## src/rtl/regression_lms_trainer_pkg.sv

```systemverilog
// Shared types, widths and saturating helpers for the LMS trainer.
package regression_lms_trainer_pkg;

  localparam int COEF0_W = 32;
  localparam int COEF_W  = 16;
  localparam int FEAT_W  = 16;
  localparam int ERR_W   = 33;
  localparam int PROD_W  = 50;

  typedef enum logic [3:0] {
    IDLE, MAC0, MAC1, MAC2, ERR, UPD0, UPD1, UPD2, RESP
  } state_t;

  // Unsigned 16-bit coefficient plus signed delta, clamped to [0, 65535].
  function automatic logic [COEF_W-1:0] sat16u(input logic [COEF_W-1:0] c,
                                                input logic signed [PROD_W-1:0] d);
    logic signed [PROD_W:0] s;
    s = $signed({35'd0, c}) + $signed({d[PROD_W-1], d});
    if (s[PROD_W])         return '0;
    else if (|s[PROD_W-1:COEF_W]) return '1;
    else                   return s[COEF_W-1:0];
  endfunction

  // Unsigned 32-bit coefficient plus signed delta, clamped to [0, 2^32-1].
  function automatic logic [COEF0_W-1:0] sat32u(input logic [COEF0_W-1:0] c,
                                                 input logic signed [ERR_W-1:0] d);
    logic signed [COEF0_W+1:0] s;
    s = $signed({2'b00, c}) + $signed({d[ERR_W-1], d});
    if (s[COEF0_W+1])    return '0;
    else if (s[COEF0_W]) return '1;
    else                 return s[COEF0_W-1:0];
  endfunction

endpackage

```

## src/rtl/regression_lms_trainer_if.sv

```systemverilog
// Sample, coefficient and result signals of the LMS trainer.
interface regression_lms_trainer_if;
  logic        coef_load;
  logic [31:0] c0_init;
  logic [15:0] c1_init, c2_init, c3_init;
  logic        train_en;
  logic        in_valid;
  logic        in_ready;
  logic [15:0] f0, f1, f2;
  logic [31:0] target;
  logic [31:0] c0;
  logic [15:0] c1, c2, c3;
  logic        out_valid;
  logic        out_ready;
  logic [31:0] y_pred;
  logic [32:0] err;

  modport slave (
    input  coef_load, c0_init, c1_init, c2_init, c3_init, train_en,
           in_valid, f0, f1, f2, target, out_ready,
    output in_ready, c0, c1, c2, c3, out_valid, y_pred, err
  );

  modport master (
    output coef_load, c0_init, c1_init, c2_init, c3_init, train_en,
           in_valid, f0, f1, f2, target, out_ready,
    input  in_ready, c0, c1, c2, c3, out_valid, y_pred, err
  );
endinterface

```

## src/rtl/regression_lms_trainer_lms_mac_unit.sv

```systemverilog
// Shared signed multiplier and wrapping accumulator; operands chosen by FSM phase.
module lms_mac_unit
  import regression_lms_trainer_pkg::*;
(
  input  logic                     clk,
  input  logic                     rst_n,
  input  state_t                   state,
  input  logic                     acc_load,
  input  logic [COEF0_W-1:0]       acc_init,
  input  logic [COEF_W-1:0]        c1, c2, c3,
  input  logic [FEAT_W-1:0]        f0, f1, f2,
  input  logic signed [ERR_W-1:0]  err,
  output logic signed [PROD_W-1:0] product,
  output logic [COEF0_W-1:0]       acc
);

  logic [COEF_W-1:0]        coef;
  logic [FEAT_W-1:0]        feat;
  logic signed [ERR_W-1:0]  op_a;
  logic signed [FEAT_W:0]   op_b;
  logic [COEF0_W-1:0]       acc_q, acc_d;

  // Select the coefficient/feature pair for the current phase; in UPD phases
  // the coefficient operand is replaced by the latched error.
  always_comb begin
    coef = '0;
    feat = '0;
    case (state)
      MAC0, UPD0: begin coef = c1; feat = f0; end
      MAC1, UPD1: begin coef = c2; feat = f1; end
      MAC2, UPD2: begin coef = c3; feat = f2; end
      default: ;
    endcase
    op_a    = (state inside {UPD0, UPD1, UPD2}) ? err : $signed({17'd0, coef});
    op_b    = $signed({1'b0, feat});
    product = $signed({{17{op_a[ERR_W-1]}}, op_a}) * $signed({33'd0, op_b});
  end

  // Accumulator: seeded with c0 on accept, adds one product per MAC phase.
  always_comb begin
    acc_d = acc_q;
    if (acc_load)
      acc_d = acc_init;
    else if (state inside {MAC0, MAC1, MAC2})
      acc_d = acc_q + product[COEF0_W-1:0];
  end

  // Accumulator register.
  always_ff @(posedge clk or negedge rst_n) begin
    if (!rst_n) acc_q <= '0;
    else        acc_q <= acc_d;
  end

  assign acc = acc_q;

endmodule

```

## src/rtl/regression_lms_trainer.sv

```systemverilog
// Serial LMS trainer: predicts y with current coefficients, then optionally
// nudges c0..c3 toward the target using one shared multiplier.
module regression_lms_trainer
  import regression_lms_trainer_pkg::*;
#(
  parameter int MU_SHIFT  = 8,
  parameter int MU_SHIFT0 = 4
) (
  input  logic                   clk,
  input  logic                   rst_n,
  regression_lms_trainer_if.slave bus
);

  state_t                  state_q, state_d;
  logic [COEF0_W-1:0]      c0_q, c0_d;
  logic [COEF_W-1:0]       c1_q, c1_d, c2_q, c2_d, c3_q, c3_d;
  logic [FEAT_W-1:0]       f0_q, f0_d, f1_q, f1_d, f2_q, f2_d;
  logic [COEF0_W-1:0]      target_q, target_d;
  logic                    train_q, train_d;
  logic [COEF0_W-1:0]      y_pred_q, y_pred_d;
  logic signed [ERR_W-1:0] err_q, err_d;

  logic                     in_ready;
  logic                     acc_load;
  logic signed [PROD_W-1:0] product;
  logic signed [PROD_W-1:0] delta;
  logic [COEF0_W-1:0]       acc;

  assign in_ready = (state_q == IDLE) && !bus.coef_load;
  assign delta    = product >>> MU_SHIFT;

  lms_mac_unit u_mac (
    .clk      (clk),
    .rst_n    (rst_n),
    .state    (state_q),
    .acc_load (acc_load),
    .acc_init (c0_q),
    .c1       (c1_q),
    .c2       (c2_q),
    .c3       (c3_q),
    .f0       (f0_q),
    .f1       (f1_q),
    .f2       (f2_q),
    .err      (err_q),
    .product  (product),
    .acc      (acc)
  );

  // Next-state, sample capture and coefficient update logic.
  always_comb begin
    state_d  = state_q;
    c0_d     = c0_q;
    c1_d     = c1_q;
    c2_d     = c2_q;
    c3_d     = c3_q;
    f0_d     = f0_q;
    f1_d     = f1_q;
    f2_d     = f2_q;
    target_d = target_q;
    train_d  = train_q;
    y_pred_d = y_pred_q;
    err_d    = err_q;
    acc_load = 1'b0;
    case (state_q)
      IDLE: begin
        if (bus.coef_load) begin
          c0_d = bus.c0_init;
          c1_d = bus.c1_init;
          c2_d = bus.c2_init;
          c3_d = bus.c3_init;
        end else if (bus.in_valid) begin
          f0_d     = bus.f0;
          f1_d     = bus.f1;
          f2_d     = bus.f2;
          target_d = bus.target;
          train_d  = bus.train_en;
          acc_load = 1'b1;
          state_d  = MAC0;
        end
      end
      MAC0: state_d = MAC1;
      MAC1: state_d = MAC2;
      MAC2: state_d = ERR;
      ERR: begin
        y_pred_d = acc;
        err_d    = $signed({1'b0, target_q}) - $signed({1'b0, acc});
        state_d  = train_q ? UPD0 : RESP;
      end
      UPD0: begin
        c1_d    = sat16u(c1_q, delta);
        c0_d    = sat32u(c0_q, err_q >>> MU_SHIFT0);
        state_d = UPD1;
      end
      UPD1: begin
        c2_d    = sat16u(c2_q, delta);
        state_d = UPD2;
      end
      UPD2: begin
        c3_d    = sat16u(c3_q, delta);
        state_d = RESP;
      end
      RESP: if (bus.out_ready) state_d = IDLE;
      default: state_d = IDLE;
    endcase
  end

  // State and datapath registers; reset drops any sample in flight.
  always_ff @(posedge clk or negedge rst_n) begin
    if (!rst_n) begin
      state_q  <= IDLE;
      c0_q     <= '0;
      c1_q     <= '0;
      c2_q     <= '0;
      c3_q     <= '0;
      f0_q     <= '0;
      f1_q     <= '0;
      f2_q     <= '0;
      target_q <= '0;
      train_q  <= 1'b0;
      y_pred_q <= '0;
      err_q    <= '0;
    end else begin
      state_q  <= state_d;
      c0_q     <= c0_d;
      c1_q     <= c1_d;
      c2_q     <= c2_d;
      c3_q     <= c3_d;
      f0_q     <= f0_d;
      f1_q     <= f1_d;
      f2_q     <= f2_d;
      target_q <= target_d;
      train_q  <= train_d;
      y_pred_q <= y_pred_d;
      err_q    <= err_d;
    end
  end

  assign bus.in_ready  = in_ready;
  assign bus.out_valid = (state_q == RESP);
  assign bus.c0        = c0_q;
  assign bus.c1        = c1_q;
  assign bus.c2        = c2_q;
  assign bus.c3        = c3_q;
  assign bus.y_pred    = y_pred_q;
  assign bus.err       = err_q;

endmodule

```

## src/flat_wrapper.sv

```systemverilog
// flat-port wrapper written by rule: the top's interface ports become plain ports
module regression_lms_trainer_flat import regression_lms_trainer_pkg::*;
#(
  parameter int MU_SHIFT  = 8,
  parameter int MU_SHIFT0 = 4
)
  (clk, rst_n, bus_coef_load, bus_c0_init, bus_c1_init, bus_c2_init, bus_c3_init, bus_train_en, bus_in_valid, bus_f0, bus_f1, bus_f2, bus_target, bus_out_ready, bus_in_ready, bus_c0, bus_c1, bus_c2, bus_c3, bus_out_valid, bus_y_pred, bus_err);
  regression_lms_trainer_if bus_i ();
  input  logic clk;
  input  logic rst_n;
  input wire logic [$bits(bus_i.coef_load)-1:0] bus_coef_load;
  input wire logic [$bits(bus_i.c0_init)-1:0] bus_c0_init;
  input wire logic [$bits(bus_i.c1_init)-1:0] bus_c1_init;
  input wire logic [$bits(bus_i.c2_init)-1:0] bus_c2_init;
  input wire logic [$bits(bus_i.c3_init)-1:0] bus_c3_init;
  input wire logic [$bits(bus_i.train_en)-1:0] bus_train_en;
  input wire logic [$bits(bus_i.in_valid)-1:0] bus_in_valid;
  input wire logic [$bits(bus_i.f0)-1:0] bus_f0;
  input wire logic [$bits(bus_i.f1)-1:0] bus_f1;
  input wire logic [$bits(bus_i.f2)-1:0] bus_f2;
  input wire logic [$bits(bus_i.target)-1:0] bus_target;
  input wire logic [$bits(bus_i.out_ready)-1:0] bus_out_ready;
  output wire logic [$bits(bus_i.in_ready)-1:0] bus_in_ready;
  output wire logic [$bits(bus_i.c0)-1:0] bus_c0;
  output wire logic [$bits(bus_i.c1)-1:0] bus_c1;
  output wire logic [$bits(bus_i.c2)-1:0] bus_c2;
  output wire logic [$bits(bus_i.c3)-1:0] bus_c3;
  output wire logic [$bits(bus_i.out_valid)-1:0] bus_out_valid;
  output wire logic [$bits(bus_i.y_pred)-1:0] bus_y_pred;
  output wire logic [$bits(bus_i.err)-1:0] bus_err;
  assign bus_i.coef_load = bus_coef_load;
  assign bus_i.c0_init = bus_c0_init;
  assign bus_i.c1_init = bus_c1_init;
  assign bus_i.c2_init = bus_c2_init;
  assign bus_i.c3_init = bus_c3_init;
  assign bus_i.train_en = bus_train_en;
  assign bus_i.in_valid = bus_in_valid;
  assign bus_i.f0 = bus_f0;
  assign bus_i.f1 = bus_f1;
  assign bus_i.f2 = bus_f2;
  assign bus_i.target = bus_target;
  assign bus_i.out_ready = bus_out_ready;
  assign bus_in_ready = bus_i.in_ready;
  assign bus_c0 = bus_i.c0;
  assign bus_c1 = bus_i.c1;
  assign bus_c2 = bus_i.c2;
  assign bus_c3 = bus_i.c3;
  assign bus_out_valid = bus_i.out_valid;
  assign bus_y_pred = bus_i.y_pred;
  assign bus_err = bus_i.err;
  regression_lms_trainer #(.MU_SHIFT(MU_SHIFT), .MU_SHIFT0(MU_SHIFT0)) u_core (.clk(clk), .rst_n(rst_n), .bus(bus_i));
endmodule
```

## config.mk

```make
export PLATFORM = sky130hd
export DESIGN_NAME = regression_lms_trainer_flat
export DESIGN_NICKNAME = d
export VERILOG_FILES = /design/src/rtl/regression_lms_trainer_pkg.sv /design/src/rtl/regression_lms_trainer_if.sv /design/src/rtl/regression_lms_trainer_lms_mac_unit.sv /design/src/rtl/regression_lms_trainer.sv /design/src/flat_wrapper.sv
export SDC_FILE = /design/constraint.sdc
export NUM_CORES = 2
export LEC_CHECK = 0
export BUFFER_PORTS_ARGS = -buffer_cell sky130_fd_sc_hd__buf_2
export CAP_MARGIN = 5
export CORE_MARGIN = 5
export CORE_UTILIZATION = 40
export DETAILED_ROUTE_END_ITERATION = 8
export PLACE_DENSITY = 0.58
export REMOVE_ABC_BUFFERS = 1
export SYNTH_ARGS = -nofsm -noshare
export SYNTH_HDL_FRONTEND = slang
export SYNTH_SLANG_ARGS = --single-unit
```

## constraint.sdc

```tcl
create_clock -name clk -period 25 [get_ports clk]
set_input_delay 1.25 -clock clk [delete_from_list [all_inputs] [get_ports clk]]
set_output_delay 1.25 -clock clk [all_outputs]
set_load 0.05 [all_outputs]
```

# Yosys cells after proc, flatten, opt, wreduce, memory -nomap -nowiden
# Index checks and enable logic that the tools add are counted.
# word_totals
regBits	262
input_bits	166
output_inout_bits	147
wordCells	82
# classes
n_addsub	6
n_mul	1
eq_ne	12
n_mux	29
bitwise	1
n_reduce_logical	20
# ops
operator	count
2-to-1 mux 32 bit	5
2-to-1 mux 16 bit	9
adder 17 x 42 -> 43 bit	3
OR reduction 34 bit	3
one-hot mux 16 bit (2 select lines)	3
one-hot mux 16 bit (3 select lines)	2
one-hot mux 32 bit (2 select lines)	1
multiplier 33 x 17 -> 50 bit	1
one-hot mux 4 bit (9 select lines)	1
adder 33 x 29 -> 34 bit	1
2-to-1 mux 33 bit	1
subtractor 32 x 32 -> 33 bit	1
adder 32 bit	1
equality test 4 x 3 -> 1 bit, second input constant	4
2-to-1 mux 4 bit	4
equality test 4 x 2 -> 1 bit, second input constant	2
inequality test 2 bit, second input constant	4
nonzero test 2 bit	4
AND reduction 2 bit	3
AND reduction 3 bit	2
nonzero test 3 bit	2
OR reduction 2 bit	3
equality test 4 x 1 -> 1 bit, second input constant	1
equality test 4 bit, second input constant	1
other kinds (5)	7

# Logic depth before layout (Yosys ltp)
# depth
depth_word	10
ltp_mapped	43
ltp_nobuf	37

# Modules after synthesis
# A second synthesis with hierarchy kept.
# hier_totals
cells_unflattened	4972
hier_area_um2	40033.4
# by_module_without_submodules
mod	instances	cells_per_inst	area_each_um2	seq_area_each_um2
lms_mac_unit	1	2792	22806.9	800.8
regression_lms_trainer	1	2180	17226.5	5755.5

# Worst setup path after synthesis
# Ideal clock, no wire load.
# synth_path
kind	reg-to-reg
start	register u_core.state_q[0]
end	register u_core.c3_q[4], in the netlist u_core.bus.c3[4]
setup_time_ns	0.125
arrival_ns	10.118
required_time_ns	24.875
path_slack_ns	14.757
stages_incl_launch_ff	40
n_path_buf	5
period_less_slack_ns	10.243
cell_sequence	dfrtp_1 clkbuf_1 buf_1 clkbuf_1 mux2_2 a22o_1 a22oi_1 nor2_1 fa_1 inv_1 fa_1 fa_1 inv_1 fa_1 fa_1 inv_1 fa_1 inv_1 [4 not listed] a31oi_1 nand2_1 xor2_1 ha_1 and2_1 a21o_1 a311o_1 o21a_1 o21a_1 o21ai_0 nor3_2 a211o_1 nand3_1 and4b_1 nand4_1 a2111oi_4 buf_6 a21oi_2
# synth_via
elab_chain_len	10
word_cells_on_any_way	23
classes_between	1 x add/sub; 1 x mul; 7 x eq/ne; 6 x mux; 8 x reduce/logical
# synth_rtl
element	line	text
start: declaration	regression_lms_trainer.sv:14	state_t state_q, state_d;
start signal: assignment	regression_lms_trainer.sv:123	state_q <= state_d;
equality test 4 x 2 -> 1 bit (tied with other cells)	regression_lms_trainer_lms_mac_unit.sv:28	case (state)
OR reduction 2 bit	regression_lms_trainer_lms_mac_unit.sv:28	
one-hot mux 16 bit (3 select lines)	regression_lms_trainer_lms_mac_unit.sv:28	
2-to-1 mux 33 bit	regression_lms_trainer_lms_mac_unit.sv:34	op_a = (state inside {UPD0, UPD1, UPD2}) ? err : $signed({17'd0, coef});
multiplier 33 x 17 -> 50 bit	regression_lms_trainer_lms_mac_unit.sv:36	product = $signed({{17{op_a[ERR_W-1]}}, op_a}) * $signed({33'd0, op_b});
adder 17 x 42 -> 43 bit	regression_lms_trainer_pkg.sv:18	s = $signed({35'd0, c}) + $signed({d[PROD_W-1], d});
OR reduction 34 bit	regression_lms_trainer_pkg.sv:20	else if (|s[PROD_W-1:COEF_W]) return '1;
2-to-1 mux 16 bit	regression_lms_trainer_pkg.sv:20	
2-to-1 mux 16 bit	regression_lms_trainer_pkg.sv:19	if (s[PROD_W]) return '0;
one-hot mux 16 bit (2 select lines)	regression_lms_trainer.sv:64	case (state_q)
end signal: assignment	regression_lms_trainer.sv:114	c3_q <= '0;
end signal: assignment	regression_lms_trainer.sv:127	c3_q <= c3_d;
end: declaration	regression_lms_trainer.sv:16	logic [COEF_W-1:0] c1_q, c1_d, c2_q, c2_d, c3_q, c3_d;
# Parallel ways exist; a longest one is shown, timed or not.
# A chain may end at the register's enable or synchronous reset.

# Final worst setup path
# layout_path
start	register u_core.state_q[0]
end	register u_core.c2_q[15], in the netlist u_core.bus.c2[15]
# layout_via
elab_chain_len	10
word_cells_on_any_way	23
classes_between	1 x add/sub; 1 x mul; 7 x eq/ne; 6 x mux; 8 x reduce/logical
# layout_rtl
element	line	text
equality test 4 x 2 -> 1 bit (tied with other cells)	regression_lms_trainer_lms_mac_unit.sv:28	
OR reduction 2 bit	regression_lms_trainer_lms_mac_unit.sv:28	
one-hot mux 16 bit (3 select lines)	regression_lms_trainer_lms_mac_unit.sv:28	
2-to-1 mux 33 bit	regression_lms_trainer_lms_mac_unit.sv:34	
multiplier 33 x 17 -> 50 bit	regression_lms_trainer_lms_mac_unit.sv:36	
adder 17 x 42 -> 43 bit	regression_lms_trainer_pkg.sv:18	
OR reduction 34 bit	regression_lms_trainer_pkg.sv:20	
2-to-1 mux 16 bit	regression_lms_trainer_pkg.sv:20	
2-to-1 mux 16 bit	regression_lms_trainer_pkg.sv:19	
one-hot mux 16 bit (2 select lines)	regression_lms_trainer.sv:64	
end signal: assignment	regression_lms_trainer.sv:113	c2_q <= '0;
end signal: assignment	regression_lms_trainer.sv:126	c2_q <= c2_d;
end: declaration	regression_lms_trainer.sv:16	
# Parallel ways exist; a longest one is shown, timed or not.

==> impl_metrics.toml <==
[sta]
worst_pin_slew_ps = 1367
tns_ps = 0
fin_crit_sh_pct = 49.05
period_needed_ps = 12260
hold_violations = 0
skew_ps = 22.12
slew_viol_final = 0
slew_headroom_pct = 8.895
fmax_mhz = 81.54
rsz0062_at_grt = "false"
finalSetupViolations = 0

[cts]
cts_resized = 0
clkTransAtPathRegs_ps = 60
htreeDepth = 2
root_buffer = "clkbuf_16"
insertion_delay_ps = 580
cts_buffers = 35
postCtsHoldBufs = 0
cts_tree = "done"
cts_buffer_depth = 3
clock-sinks = 262
cts_setup_buffers = 0

[setup_path]
crit_top_cell = "fa_1"
crit_start = "u_core.state_q[0]"
critical-path-max-stage-delay_ps = 900
reg2reg_slack_ps = 12740
crit_path_end = "u_core.bus.c2[15]"
reg2reg_depth = 37
endpoint_kind = "register"
cp.required_ps = 25410
critPathLaunchType = "register"
cp_max_fo = 31
r2r_end = "u_core.bus.c2[15]"
critPathArrivalTime_ps = 12670
cp_slowest_cell = "a22oi_1"
critPathKind = "register to register"
worstReg2RegStart = "u_core.state_q[0]"

[job]
cap_violations = 0

[routing]
vias = 34140
drt_iter0_drc = 2565
routed_wl_um = 138700
antenna_left = 0
drtPass1Iterations = 6
via_per_inst = 5.705
wl_per_cell_um = 23.17
post-route-drc-count = 0

[yosys]
syn-instance-count = 4503
synth_mux_area_share_pct = 3.617
synthAdderAreaFrac_pct = 34.64
async_flop_share_pct = 100.0
syn_avg_cell_area_um2 = 8.643
yosysWarnings = 0
ys_seq_area_share_pct = 16.85
synth_compound_area_share_pct = 16.92
synth_edf_count = 0
synth_xor_area_share_pct = 3.983
synth_area_um2 = 38920
synth_cell_types = 105
synthSimpleGateAreaFrac_pct = 16.41
ys_ff_latch = 262
ys.flop_type = "dfrtp_1"
synth_top_family_by_area = "adder cells"

[cells_and_area]
layout_commonest_cell = "inv_1"
finalInstanceArea_um2 = 42800
drive_gt1_share_pct = 13.85
layout_common_cells = "inv_1, fa_1, nor2_1, nand2_1, buf_2"
syn_to_final_growth_pct = 9.989
fin_nets = 5613

[place]
gp_congestion = 0.9473
dpl_cell_area_um2 = 41670
port_buffers = 312
hpwl_um = 112100

[die]
rows = 114
initial_core_util_pct = 40.30
core-area_um2 = 96570
dieWidth_um = 321.9
io_pins = 313
fp.dieH_um = 321.9
die_area_um2 = 103600

[grt]
grt_overflow = 0
grt_pass1_vias = 34840
gr-usage-all-layers_pct = 26.61
grt_max_degree = 95
antenna_found_initial = 19
grt_pass1_wl_um = 213800

[min_path]
holdCritPathClass = "register to register"

[status]
run_status = "finished, final reports clean"
[state kept, by name (all words and copies together) (netlist names), 32 cells and up]
| name | count |
|---|---|
| u_core.u_mac.acc | 32 |
| u_core.bus.y_pred | 32 |
| u_core.target_q | 32 |
| u_core.bus.c0 | 32 |
| u_core.bus.err | 33 |
[synthesized netlist by cell type (6+ instances only)]
master	number	share of area (%)
a31o_2	8	0.18
o31ai_1	18	0.35
o21bai_1	17	0.33
fa_1	509	26
mux2i_1	9	0.23
and2_1	26	0.42
and4_1	11	0.25
o21ai_0	239	3.1
o31a_1	9	0.20
ha_1	263	8.5
nand2_1	476	4.6
a21o_1	89	1.7
or2_2	28	0.45
clkbuf_1	185	1.8
buf_2	21	0.27
o21a_1	54	1.0
dfrtp_1	262	17
o211ai_1	12	0.23
nand4_1	31	0.50
a31oi_1	50	0.80
o2111ai_1	6	0.14
a211oi_1	34	0.66
o21ai_1	11	0.14
nor2b_1	26	0.42
a22oi_1	52	1.0
a41oi_1	10	0.23
xnor2_1	118	2.7
nand3_1	74	0.95
o22a_1	9	0.20
a211o_1	8	0.18
a21oi_2	11	0.25
a22o_1	30	0.68
xor2_1	59	1.3
nor2_1	493	4.8
inv_1	545	5.3
mux2_2	117	3.4
and3_1	42	0.68
nand2b_1	42	0.68
o22ai_1	31	0.50
nor3_1	79	1.0
a21oi_1	199	2.6
nor4_1	23	0.37
buf_1	13	0.13
nor3_2	6	0.15
or3_1	20	0.32
[worst max-delay path: cells and delay by family, from the launching register on]
family / cells / cell delay, ps
DFF: 1 / 600
adders and majority gates: 8 / 3880
xor gates and xnor gates: 1 / 240
AOI/OAI and AO/OA: 11 / 3750
buffers and inverters: 6 / 810
and+or+nand+nor: 11 / 2760
[per-layer routing]
metal | routed length [um] | vias to the layer above | track usage (%)
li1 | - | 15480 | -
met1 | 59450 | 17130 | 36.96
met2 | 62770 | 1319 | 42.37
met3 | 12120 | 211 | 5.680
met4 | 4333 | 4 | 7.302
met5 | 28 | - | 0
[layout make-up]
class | count | area (um2)
inverter | 546 | 2049
clock inverter | 14 | 130.1
multi-input combinational | 3470 | 29530
antenna | 8 | 20.02
fill | 9673 | 53760
tap | 1276 | 1597
sequential | 262 | 6559
clock buffer | 49 | 988.4
timing repair buffer | 360 | 1932
[through the flow]
stage / utilization, % / hold slack (ps) / cells / setup WS [ps]
after global placement: 43.15 / 462.3 / 5914 / 12990
final: 44.33 / 471.1 / 5985 / 12740
after detailed placement: 43.15 / 465.0 / 5914 / 12890
after floorplan: - / 475.2 / 4278 / 13060
after CTS: 44.31 / 477.9 / 5977 / 12820
after global routing: 44.31 / 504.1 / 5980 / 12090
[how the worst min path moves through the flow]
stage                           from               endpoint  depth (start not counted)  slack [ps]
3_5_place_dp    u_core.bus.y_pred[7]   u_core.bus.y_pred[7]                          2         460
5_1_grt        u_core.bus.y_pred[21]  u_core.bus.y_pred[21]                          2         500
3_3_place_gp    u_core.bus.y_pred[7]   u_core.bus.y_pred[7]                          2         460
4_1_cts         u_core.bus.y_pred[7]   u_core.bus.y_pred[7]                          2         480
2_1_floorplan         u_core.f2_q[0]         u_core.f2_q[0]                          1         480
6_report        u_core.bus.y_pred[7]   u_core.bus.y_pred[7]                          2         470
[cells by family after synthesis]
group,count (synthesis)
and+or+nand+nor,1411
AOI/OAI and AO/OA,984
adders and majority gates,772
buffers and inverters,771
DFF,262
xor gates and xnor gates,177
muxes,126
Power is left out: the tool's default activity adds up to more than one toggle a clock period on the data nets, which glitch-free logic cannot reach.
